File: src/rtl/lstm_weight_loader.sv
// Write-side loader for the LSTM weight store: assembles 16-bit weights from a
// byte stream (low byte first) and writes them to two 8-bit banks at sequential addresses.
module lstm_weight_loader #(
  parameter int col    = 512,
  parameter int cow    = 96,
  parameter int QZ     = 16,
  parameter int LEN    = col*cow*4 + col*col*5,
  parameter int ADDR_W = $clog2(LEN)
) (
  input  logic              clk,
  input  logic              rst_n,
  input  logic              start,
  input  logic              abort,
  input  logic              s_valid,
  input  logic [QZ/2-1:0]   s_data,
  output logic              s_ready,
  output logic              wr_en,
  output logic [ADDR_W-1:0] wr_addr,
  output logic [QZ/2-1:0]   wr_data0,
  output logic [QZ/2-1:0]   wr_data1,
  output logic              busy,
  output logic              done,
  output logic [QZ-1:0]     checksum
);

  localparam int BW = QZ/2;
  localparam logic [ADDR_W-1:0] LAST_ADDR = ADDR_W'(LEN-1);

  typedef enum logic [1:0] {IDLE, LO, HI, DONE} state_t;

  state_t            r_state;
  state_t            w_next;
  logic [ADDR_W-1:0] r_addr;
  logic [BW-1:0]     r_low;
  logic              r_wrEn;
  logic [ADDR_W-1:0] r_wrAddr;
  logic [BW-1:0]     r_wrData0;
  logic [BW-1:0]     r_wrData1;
  logic [QZ-1:0]     r_checksum;

  logic w_xfer;
  logic w_loXfer;
  logic w_hiXfer;
  logic w_restart;

  assign w_xfer    = s_valid && s_ready;
  assign w_loXfer  = w_xfer && (r_state == LO) && !abort;
  assign w_hiXfer  = w_xfer && (r_state == HI) && !abort;
  assign w_restart = start && !abort && ((r_state == IDLE) || (r_state == DONE));

  assign s_ready  = (r_state == LO) || (r_state == HI);
  assign busy     = (r_state == LO) || (r_state == HI);
  assign done     = (r_state == DONE);
  assign wr_en    = r_wrEn;
  assign wr_addr  = r_wrAddr;
  assign wr_data0 = r_wrData0;
  assign wr_data1 = r_wrData1;
  assign checksum = r_checksum;

  always_ff @(posedge clk or negedge rst_n) begin
    if (!rst_n) begin
      r_state <= IDLE;
    end else begin
      r_state <= w_next;
    end
  end

  // abort outranks start and any transfer in the same cycle
  always_comb begin
    w_next = r_state;
    if (abort) begin
      w_next = IDLE;
    end else begin
      case (r_state)
        IDLE:    if (start) w_next = LO;
        LO:      if (w_xfer) w_next = HI;
        HI:      if (w_xfer) w_next = (r_addr == LAST_ADDR) ? DONE : LO;
        DONE:    if (start) w_next = LO;
        default: w_next = IDLE;
      endcase
    end
  end

  // Write port outputs hold their last values between strobes; the address
  // counter parks at the final word instead of wrapping.
  always_ff @(posedge clk or negedge rst_n) begin
    if (!rst_n) begin
      r_addr     <= '0;
      r_low      <= '0;
      r_wrEn     <= 1'b0;
      r_wrAddr   <= '0;
      r_wrData0  <= '0;
      r_wrData1  <= '0;
      r_checksum <= '0;
    end else begin
      r_wrEn <= w_hiXfer;
      if (abort) begin
        r_low <= '0;
      end else if (w_restart) begin
        r_addr     <= '0;
        r_checksum <= '0;
      end else if (w_loXfer) begin
        r_low <= s_data;
      end else if (w_hiXfer) begin
        r_wrAddr   <= r_addr;
        r_wrData0  <= r_low;
        r_wrData1  <= s_data;
        r_checksum <= r_checksum + {s_data, r_low};
        if (r_addr != LAST_ADDR) begin
          r_addr <= r_addr + ADDR_W'(1);
        end
      end
    end
  end

endmodule

File: config.mk
export PLATFORM = sky130hd
export DESIGN_NAME = lstm_weight_loader
export DESIGN_NICKNAME = d
export VERILOG_FILES = /design/src/rtl/lstm_weight_loader.sv
export SDC_FILE = /design/constraint.sdc
export NUM_CORES = 1
export LEC_CHECK = 0
export ABC_AREA = 1
export ABC_CLOCK_PERIOD_IN_PS = 2000
export CAP_MARGIN = 20
export CELL_PAD_IN_SITES_DETAIL_PLACEMENT = 1
export CELL_PAD_IN_SITES_GLOBAL_PLACEMENT = 2
export CORE_ASPECT_RATIO = 0.7
export CORE_MARGIN = 1
export CORE_UTILIZATION = 31
export DETAILED_ROUTE_END_ITERATION = 10
export PLACE_DENSITY = 0.89
export SLEW_MARGIN = 20
export SYNTH_ARGS = -nofsm -noshare
export SYNTH_HDL_FRONTEND = slang
export SYNTH_SLANG_ARGS = --single-unit
File: constraint.sdc
create_clock -name clk -period 2 [get_ports clk]
set_input_delay 0.2 -clock clk [delete_from_list [all_inputs] [get_ports clk]]
set_output_delay 0.2 -clock clk [all_outputs]
set_load 0.1 [all_outputs]
### After elaboration in Yosys (flattened, before gate mapping)

Index checks and enable logic that the tools add are counted.

* flip-flop bits (word level): 85
* bits in latches: 0
* bits in writable memories: 0
* ROM bits: 0
* input bits: 13
* output and inout bits: 57
* word-level logic and storage cells: 59
* memories kept: 0

* add/subtract/negate cells: 2
* $mul: 0
* divide/modulo/power cells: 0
* $lt $le $gt $ge: 0
* equality and inequality tests: 10
* shift-type cells: 0
* multiplexer cells: 16
* bitwise logic cells: 3
* reduce and logical (&&, ||, !) cells: 20

Operators with widths (count)
* $mux 21: 4
* $mux 16: 3
* $mux 8: 3
* $add 21x1->21 const B: 1
* $eq 21x21->1 const B: 1
* $ne 21x21->1 const B: 1
* $add 16x16->16: 1
* $mux 2: 5
* $reduce_and 4->1: 2
* $logic_and 1x1->1: 7
* $ne 3x3->1 const B: 2
* $pmux 2 s3: 1
* $reduce_and 3->1: 2
* $reduce_bool 2->1: 3
* $eq 2x2->1 const B: 2
* $ne 3x1->1 const B: 1
* $not 1->1: 3
* $eq 2x1->1 const B: 1
* $logic_not 2->1: 1
* $logic_or 1x1->1: 2
* $ne 2x1->1 const B: 1
* $ne 2x2->1 const B: 1
* $reduce_and 2->1: 1
* $reduce_or 2->1: 1
* $logic_not 1->1: 1

### Logic depth before layout (Yosys ltp)

Gate-level depths: netlist of the first run.

* depth in word-level cells: 8
* depth in mapped cells: 12
* gate-level depth less buffers: 12

### Worst setup path after synthesis of the first run

Ideal clock, no wire load.

* path kind: register to register
* start: register r_checksum[0] (netlist: checksum[0])
* end: register r_checksum[8] (netlist: checksum[8])
* arrival time: 2.155 ns
* required time: 1.917 ns
* path slack: -0.238 ns
* cell stages (with the launch flop): 11
* clock period less this slack: 2.238 ns
* cells stage by stage: dfrtp_1 -> ha_1 -> fa_1 -> nand2_1 -> nand2_1 -> and2_1 -> nand2_1 -> nand3_1 -> nand2_1 -> nand2_1 -> o21ai_0

* word-level cells in the longest chain between the ends: 4

Ends and longest elaborated chain
* from (decl): line 39 `logic [QZ-1:0] r_checksum;`
* from (signal assigned): line 108 `r_checksum <= r_checksum + {s_data, r_low};`
* $add 16x16->16: line 108
* $mux 16: line 104 `end else if (w_hiXfer) begin`
* $mux 16: line 102 `end else if (w_loXfer) begin`
* $mux 16: line 99 `end else if (w_restart) begin`

Every way passes these cells. The select of a mux whose other input is x is not followed.
A chain may end at the register's enable or synchronous reset.

### Final worst setup path of the first run

* start: register r_state[0]
* end: register r_checksum[0] (netlist: checksum[0])

* word-level cells in the longest chain between the ends: 7
* elaborated cells between the ends (all ways): 16
* those cells by class: eq/ne: 4; mux: 1; reduce/logical: 11

Ends and longest elaborated chain
* from (decl): line 31 `state_t r_state;`
* from (signal assigned): line 64 `r_state <= w_next;`
* $eq 2x1->1 or $eq 2x2->1 (tied branches): line 47, 51, 48
* $logic_or 1x1->1: line 51 `assign s_ready = (r_state == LO) || (r_state == HI);`
* $logic_and 1x1->1: line 46 `assign w_xfer = s_valid && s_ready;`
* $logic_and 1x1->1, on equally long branches (2 in series): line 47, 48
* $ne 2x1->1 (no source line) or $reduce_bool 2->1 (tied branches)
* $reduce_and 3->1 (no source line)

Parallel ways exist; a longest one is shown, timed or not.

==> results.sh, run 1 <==
export IMPL_min_period_ps=1939
export IMPL_stdcell_count=929
export IMPL_hold_slack_ps=348.0
export IMPL_row_count=37
export IMPL_io_buffers=69
export IMPL_synth_fp_nets=668
export IMPL_dp_hpwl_mm=11.69
export IMPL_first_global_vias=4599
export IMPL_critPathRequiredTime_ps=2240
export IMPL_power_density_mw_per_mm2=1477
export IMPL_setup_viol=0
export IMPL_antenna_found_initial=0
export IMPL_slew_headroom_pct=64.84
export IMPL_cts_sinks=85
export IMPL_cts_tree="done"
export IMPL_clockBufferDepth=2
export IMPL_vias=4515
export IMPL_grt_overflow_total=0
export IMPL_ys_seq_area_share_pct=44.43
export IMPL_slew_viol_final=0
export IMPL_grt_pass1_wl_mm=24.93
export IMPL_finalCritPeriodShare_pct=96.95
export IMPL_floorplan_initialDensity_pct=32.11
export IMPL_cts_root_buf="clkbuf_16"
export IMPL_grt_start_max_net_pins=39
export IMPL_max_vdd_ir_drop_mv=0.8675
export IMPL_dieHeight_um=106.0
export IMPL_syn_area_sq_mm=0.004787
export IMPL_hold_class="input pin to asynchronous set/reset pin"
export IMPL_die_w_um=150.5
export IMPL_p_leak_nw=3.167
export IMPL_hold_viol_final=0
export IMPL_areaGrowthSynthToFinish_pct=29.69
export IMPL_vias_per_cell=4.860
export IMPL_drt_first_iter_violations=277
export IMPL_cp_data_arrival_time_ps=2180
export IMPL_drive_above_1_share_pct=20.84
export IMPL_worstMarginPinSlew_ps=527.3
export IMPL_dr_pass1_iters=4
export IMPL_htree_num_levels=3
export IMPL_outcome="completed"
export IMPL_nNetsFinal=762
export IMPL_antenna_cells=0
export IMPL_path_clk_slew_ps=70
export IMPL_ys_seq_elements=85
export IMPL_yosysTopAreaCellShare_pct=44.43
export IMPL_clock_latency_ps=360
export IMPL_synthesis_instances=635
export IMPL_placed_cells=906
export IMPL_cap_violations=0
export IMPL_finalClockSkew_ps=12.68
export IMPL_critPathKind="register to register"
export IMPL_ant_nets=0
export IMPL_clock_fmax_mhz=515.7
export IMPL_drc=0
export IMPL_critical_path_cell_chain="inv_2 -> ha_4 -> clkinv_4 -> nand3_1 -> nand2_2 -> nor2_4 -> nand2_4 -> clkinvlp_4 -> clkbuf_16 -> a22o_1"
export IMPL_core_sq_mm=0.01491
export IMPL_synth_top_cell_by_area="dfrtp_1"
export IMPL_place_gp_congestion=0.8767
export IMPL_wirelength_mm=15.71
export IMPL_yosysWarnings=0
export IMPL_synthTopCellsByArea="dfrtp_1 44%, nand2_1 19%, ha_1 5.0%"
export IMPL_grt_usage_pct=20.69
export IMPL_routedWlPerCell_um=16.91
export IMPL_critPathLaunchType="register"
export IMPL_nFillCells=1852
export IMPL_slowest_stage="dfrtp_1"
export IMPL_cts_buffers=9
export IMPL_yosysUniqueCellTypes=31
export IMPL_synth_area_per_cell_sq_um=7.539
export IMPL_end_kind="register"
export IMPL_pin_count=70
export IMPL_path_max_fanout=7
export IMPL_die_area_sq_mm=0.01595
export IMPL_critPathMaxStageDelay_ps=410
-- placed cells by master (no fill, tap or decap), types with 3 or more instances in the layout --
cell type and instances:
a21oi_1 11, buf_12 5, buf_4 79, clkbuf_16 11, clkdlybuf4s50_1 11, clkinvlp_4 3
dfrtp_1 70, dfrtp_2 15, ha_1 18, inv_1 59, inv_2 5, nand2_1 242
nand2_2 5, nand2_4 3, nand3_1 43, nand3b_1 4, nor2_1 48, nor2_4 5
nor3_1 3, o21ai_0 32, o21ai_1 14, o21ai_2 6, xnor2_1 5, xor2_1 13
-- routing by layer --
layer	routed length (um)	global-route usage (%)	share of wire (%)
met5	0	0	0
met4	140	4.762	0.89
met3	1007	3.991	6.4
met2	6503	29.20	41
met1	8059	31.98	51
-- sequential cells by signal, summed over array words and instances, names as in the netlist --
register / cells
wr_addr: 21
checksum: 16
wr_data1: 8
wr_data0: 8
r_low: 8
r_addr: 21
r_state: 2
wr_en: 1
-- cell families (layout without fill, tap and decap cells) --
family	count (synthesis)	in the layout	synth area share (%)
buffers and inverters	84	182	7.475
AOI/OAI and AO/OA	66	66	7.554
DFF	85	85	44.43
xor gates and xnor gates	18	18	3.293
adders and majority gates	20	20	5.384
and+or+nand+nor	362	363	31.86
-- cell usage after synthesis --
library cell	instances
xnor2_1	5
a21oi_1	11
a22o_1	2
ha_1	19
buf_6	2
nand3_1	43
nand3_2	3
dfrtp_1	85
inv_1	61
nand2_2	3
nor2_2	1
a31oi_1	1
nor2_1	48
nand2_1	245
or2_2	2
and2_1	1
nor2_4	5
buf_2	10
clkbuf_1	1
nor3_1	3
inv_2	5
xor2_1	13
o21ai_1	12
o21ai_0	34
buf_4	4
nand2_4	2
clkinv_1	1
fa_1	1
o21ai_2	6
nand4_1	2
nand3b_1	4
-- power by group --
part	internal, mW	total, mW	switching (mW)	leakage [nW]
logic	1.15	4.81	3.66	1.89
clock network	1.13	1.87	0.735	0.152
registers	2.13	2.49	0.358	1.13
total	4.42	9.17	4.75	3.17
-- metrics by stage --
stage / power, mW / worst slack [ps] / util, % / area (sq um) / TNS [ps]
floorplan: 6.013 / -5.055 / - / 4811 / -5.055
global placement: 7.153 / -23.02 / 38.50 / 5739 / -23.02
detailed placement: 7.248 / -41.51 / 38.50 / 5739 / -165.2
CTS: 9.167 / 56.18 / 40.81 / 6083 / 0
global route: 9.633 / -41.26 / 41.65 / 6208 / -322.9
finish: 9.172 / 60.91 / 41.65 / 6208 / 0
-- worst max-delay path: cells and delay by family (launching register included) --
kind / cells / cell delay, ps
buffers and inverters: 4 / 650
AND/OR/NAND/NOR: 4 / 330
adder cells (fa/ha/maj): 1 / 220
flip-flops: 1 / 410
AO/OA/AOI/OAI: 1 / 210
-- repair_timing --
item,in CTS,in global routing
hold buffers,1,0
resized for setup,1,15
setup buffers,0,2
gates cloned,0,4
setup endpoints to repair,8,32
pin swaps,0,2
endpoints found under the hold margin,36,0
-- worst paths after layout --
check | to | start | slack, ps | cells past startpoint
max reg2reg | checksum[0] | r_state[0] | 60 | 10
min in group clk | wr_data1[1] | s_data[1] | 460 | 3
max in group asynchronous | checksum[10] | rst_n | 970 | 3
min | wr_data0[1] | rst_n | 350 | 2
min reg2reg | wr_data1[1] | wr_data1[1] | 480 | 2
max | checksum[0] | r_state[0] | 60 | 10
-- final cells by class --
type                            count  area [sq um]  area share [%]
Multi-Input combinational cell    467          2355           37.93
Sequential cell                    85          2146           34.56
Timing Repair Buffer               99         874.6           14.09
Inverter                           67         262.8           4.232
Tap cell                          195         244.0           3.930
Clock buffer                       11         242.7           3.910
Clock inverter                      5         83.83           1.350
Power figures use the tool's default switching activity.
==> run 2: changes to the inputs <==
--- a/config.mk
+++ b/config.mk
@@ -8,3 +8,3 @@
 export ABC_AREA = 1
-export ABC_CLOCK_PERIOD_IN_PS = 2000
+export ABC_CLOCK_PERIOD_IN_PS = 2200
 export CAP_MARGIN = 20
==> constraint.sdc (replaced) <==
create_clock -name clk -period 2.2 [get_ports clk]
set_input_delay 0.22 -clock clk [delete_from_list [all_inputs] [get_ports clk]]
set_output_delay 0.22 -clock clk [all_outputs]
set_load 0.005 [all_outputs]
==> results.sh, run 2 (synthesized netlist as in run 1, its figures left out) <==
export IMPL_cts_root_buf="clkbuf_16"
export IMPL_antenna_cells=0
export IMPL_drt_first_iter_violations=324
export IMPL_floorplan_initialDensity_pct=32.11
export IMPL_hold_viol_final=0
export IMPL_post_place_ws_ps=130.8
export IMPL_worstMarginPinSlew_ps=801.6
export IMPL_min_period_ps=2002
export IMPL_final_cell_mix="244 x nand2_1, 85 x dfrtp_1, 68 x clkdlybuf4s50_1"
export IMPL_dieHeight_um=106.0
export IMPL_outcome="completed"
export IMPL_slew_headroom_pct=46.56
export IMPL_clock_fmax_mhz=499.4
export IMPL_vias=4431
export IMPL_critPathKind="register to register"
export IMPL_grt_usage_pct=20.50
export IMPL_drive_above_1_share_pct=8.078
export IMPL_critPathRequiredTime_ps=2430
export IMPL_cts_sinks=85
export IMPL_dp_hpwl_mm=11.32
export IMPL_dr_pass1_iters=5
export IMPL_core_sq_mm=0.01491
export IMPL_cts_buffers=9
export IMPL_tns_ps=0
export IMPL_nNetsFinal=746
export IMPL_areaGrowthSynthToFinish_pct=28.10
export IMPL_row_count=37
export IMPL_first_global_vias=4661
export IMPL_io_buffers=69
export IMPL_critPathMaxStageDelay_ps=380
export IMPL_mostFrequentLayoutCell="nand2_1"
export IMPL_finalClockSkew_ps=13.25
export IMPL_max_vdd_ir_drop_mv=0.4068
export IMPL_wirelength_mm=15.02
export IMPL_end_kind="register"
export IMPL_cp_data_arrival_time_ps=2230
export IMPL_die_w_um=150.5
export IMPL_drc=0
export IMPL_critical_path_cell_chain="inv_1 -> ha_1 -> inv_2 -> nand3_1 -> nand2_2 -> nor2_4 -> nand2_4 -> clkinv_1 -> buf_12 -> nand2_1 -> inv_1 -> nand2_1 -> o21ai_1"
export IMPL_fin_ws_ps=197.7
export IMPL_grt_pass1_wl_mm=24.74
export IMPL_grt_start_max_net_pins=59
export IMPL_rsz0062_at_grt="false"
export IMPL_routedWlPerCell_um=16.46
export IMPL_slew_viol_final=0
export IMPL_antenna_found_initial=0
export IMPL_hold_class="register to register"
export IMPL_pin_count=70
export IMPL_critPathLaunchType="register"
export IMPL_clock_latency_ps=360
export IMPL_clockBufferDepth=2
export IMPL_path_max_fanout=27
export IMPL_grt_overflow_total=0
export IMPL_p_leak_nw=3.017
export IMPL_cts_tree="done"
export IMPL_slowest_stage="dfrtp_1"
export IMPL_htree_num_levels=3
export IMPL_finalCritPeriodShare_pct=91.01
export IMPL_die_area_sq_mm=0.01595
export IMPL_cap_violations=0
export IMPL_path_clk_slew_ps=60
export IMPL_vias_per_cell=4.853
export IMPL_place_gp_congestion=0.9236
export IMPL_setup_viol=0
export IMPL_ant_nets=0
export IMPL_power_density_mw_per_mm2=1020
## run 2: metrics by stage
step / hold slack [ps] / instances / cell area (sq um) / power [mW] / utilization, %
2_1_floorplan: -75.59 / 635 / 4787 / 3.345 / -
3_3_place_gp: 343.9 / 895 / 5738 / 4.299 / 38.49
3_5_place_dp: 367.8 / 895 / 5738 / 4.404 / 38.49
4_1_cts: 477.7 / 912 / 6108 / 6.306 / 40.98
5_1_grt: 506.1 / 913 / 6132 / 6.664 / 41.14
6_report: 478.1 / 913 / 6132 / 6.253 / 41.14
## run 2: repair_timing
action / CTS / global route
resized for setup: 0 / 3
setup buffers: 0 / 1
hold buffers: 1 / 0
endpoints found under the hold margin: 49 / 0
setup endpoints to repair: 0 / 28
## run 2: worst paths after layout
check / startpoint / to / slack [ps] / cells past startpoint
setup reg to reg: r_state[0] / r_addr[1] / 200 / 13
min in group asynchronous: rst_n / wr_data0[2] / 490 / 2
hold / removal: wr_addr[5] / wr_addr[5] / 480 / 2
setup / recovery: r_state[0] / r_addr[1] / 200 / 13
max in group asynchronous: rst_n / wr_data1[7] / 1070 / 3
hold reg to reg: wr_addr[5] / wr_addr[5] / 480 / 2
## run 2: worst max-delay path: cells and delay by family (launching register included)
kind	cells	cell delay (ps)
adder cells (fa/ha/maj)	1	330
AO/OA/AOI/OAI	1	60
flip-flops	1	380
buffers and inverters	5	570
AND/OR/NAND/NOR	6	530
## run 2: metal layers
metal	vias to the layer above	wire, um	global-route usage [%]
met2	98	6492	30.41
met5	-	0	0
met3	9	740	4.721
met4	0	138	4.978
met1	2185	7653	29.85
li1	2139	-	-
## run 2: layout make-up
class | instances | area (sq um)
Multi-Input combinational cell | 466 | 2317
Clock buffer | 13 | 270.3
Clock inverter | 3 | 90.09
Inverter | 67 | 251.5
Tap cell | 195 | 244.0
Timing Repair Buffer | 84 | 832.0
Sequential cell | 85 | 2127
Fill cell | 1840 | 8775
## run 2: power breakdown
part	switching (mW)	internal (mW)	total, mW	leakage, nW
registers	0.344	1.92	2.27	1.15
logic	1.12	1.01	2.13	1.69
clock network	0.652	1.20	1.86	0.176
total	2.12	4.14	6.25	3.02
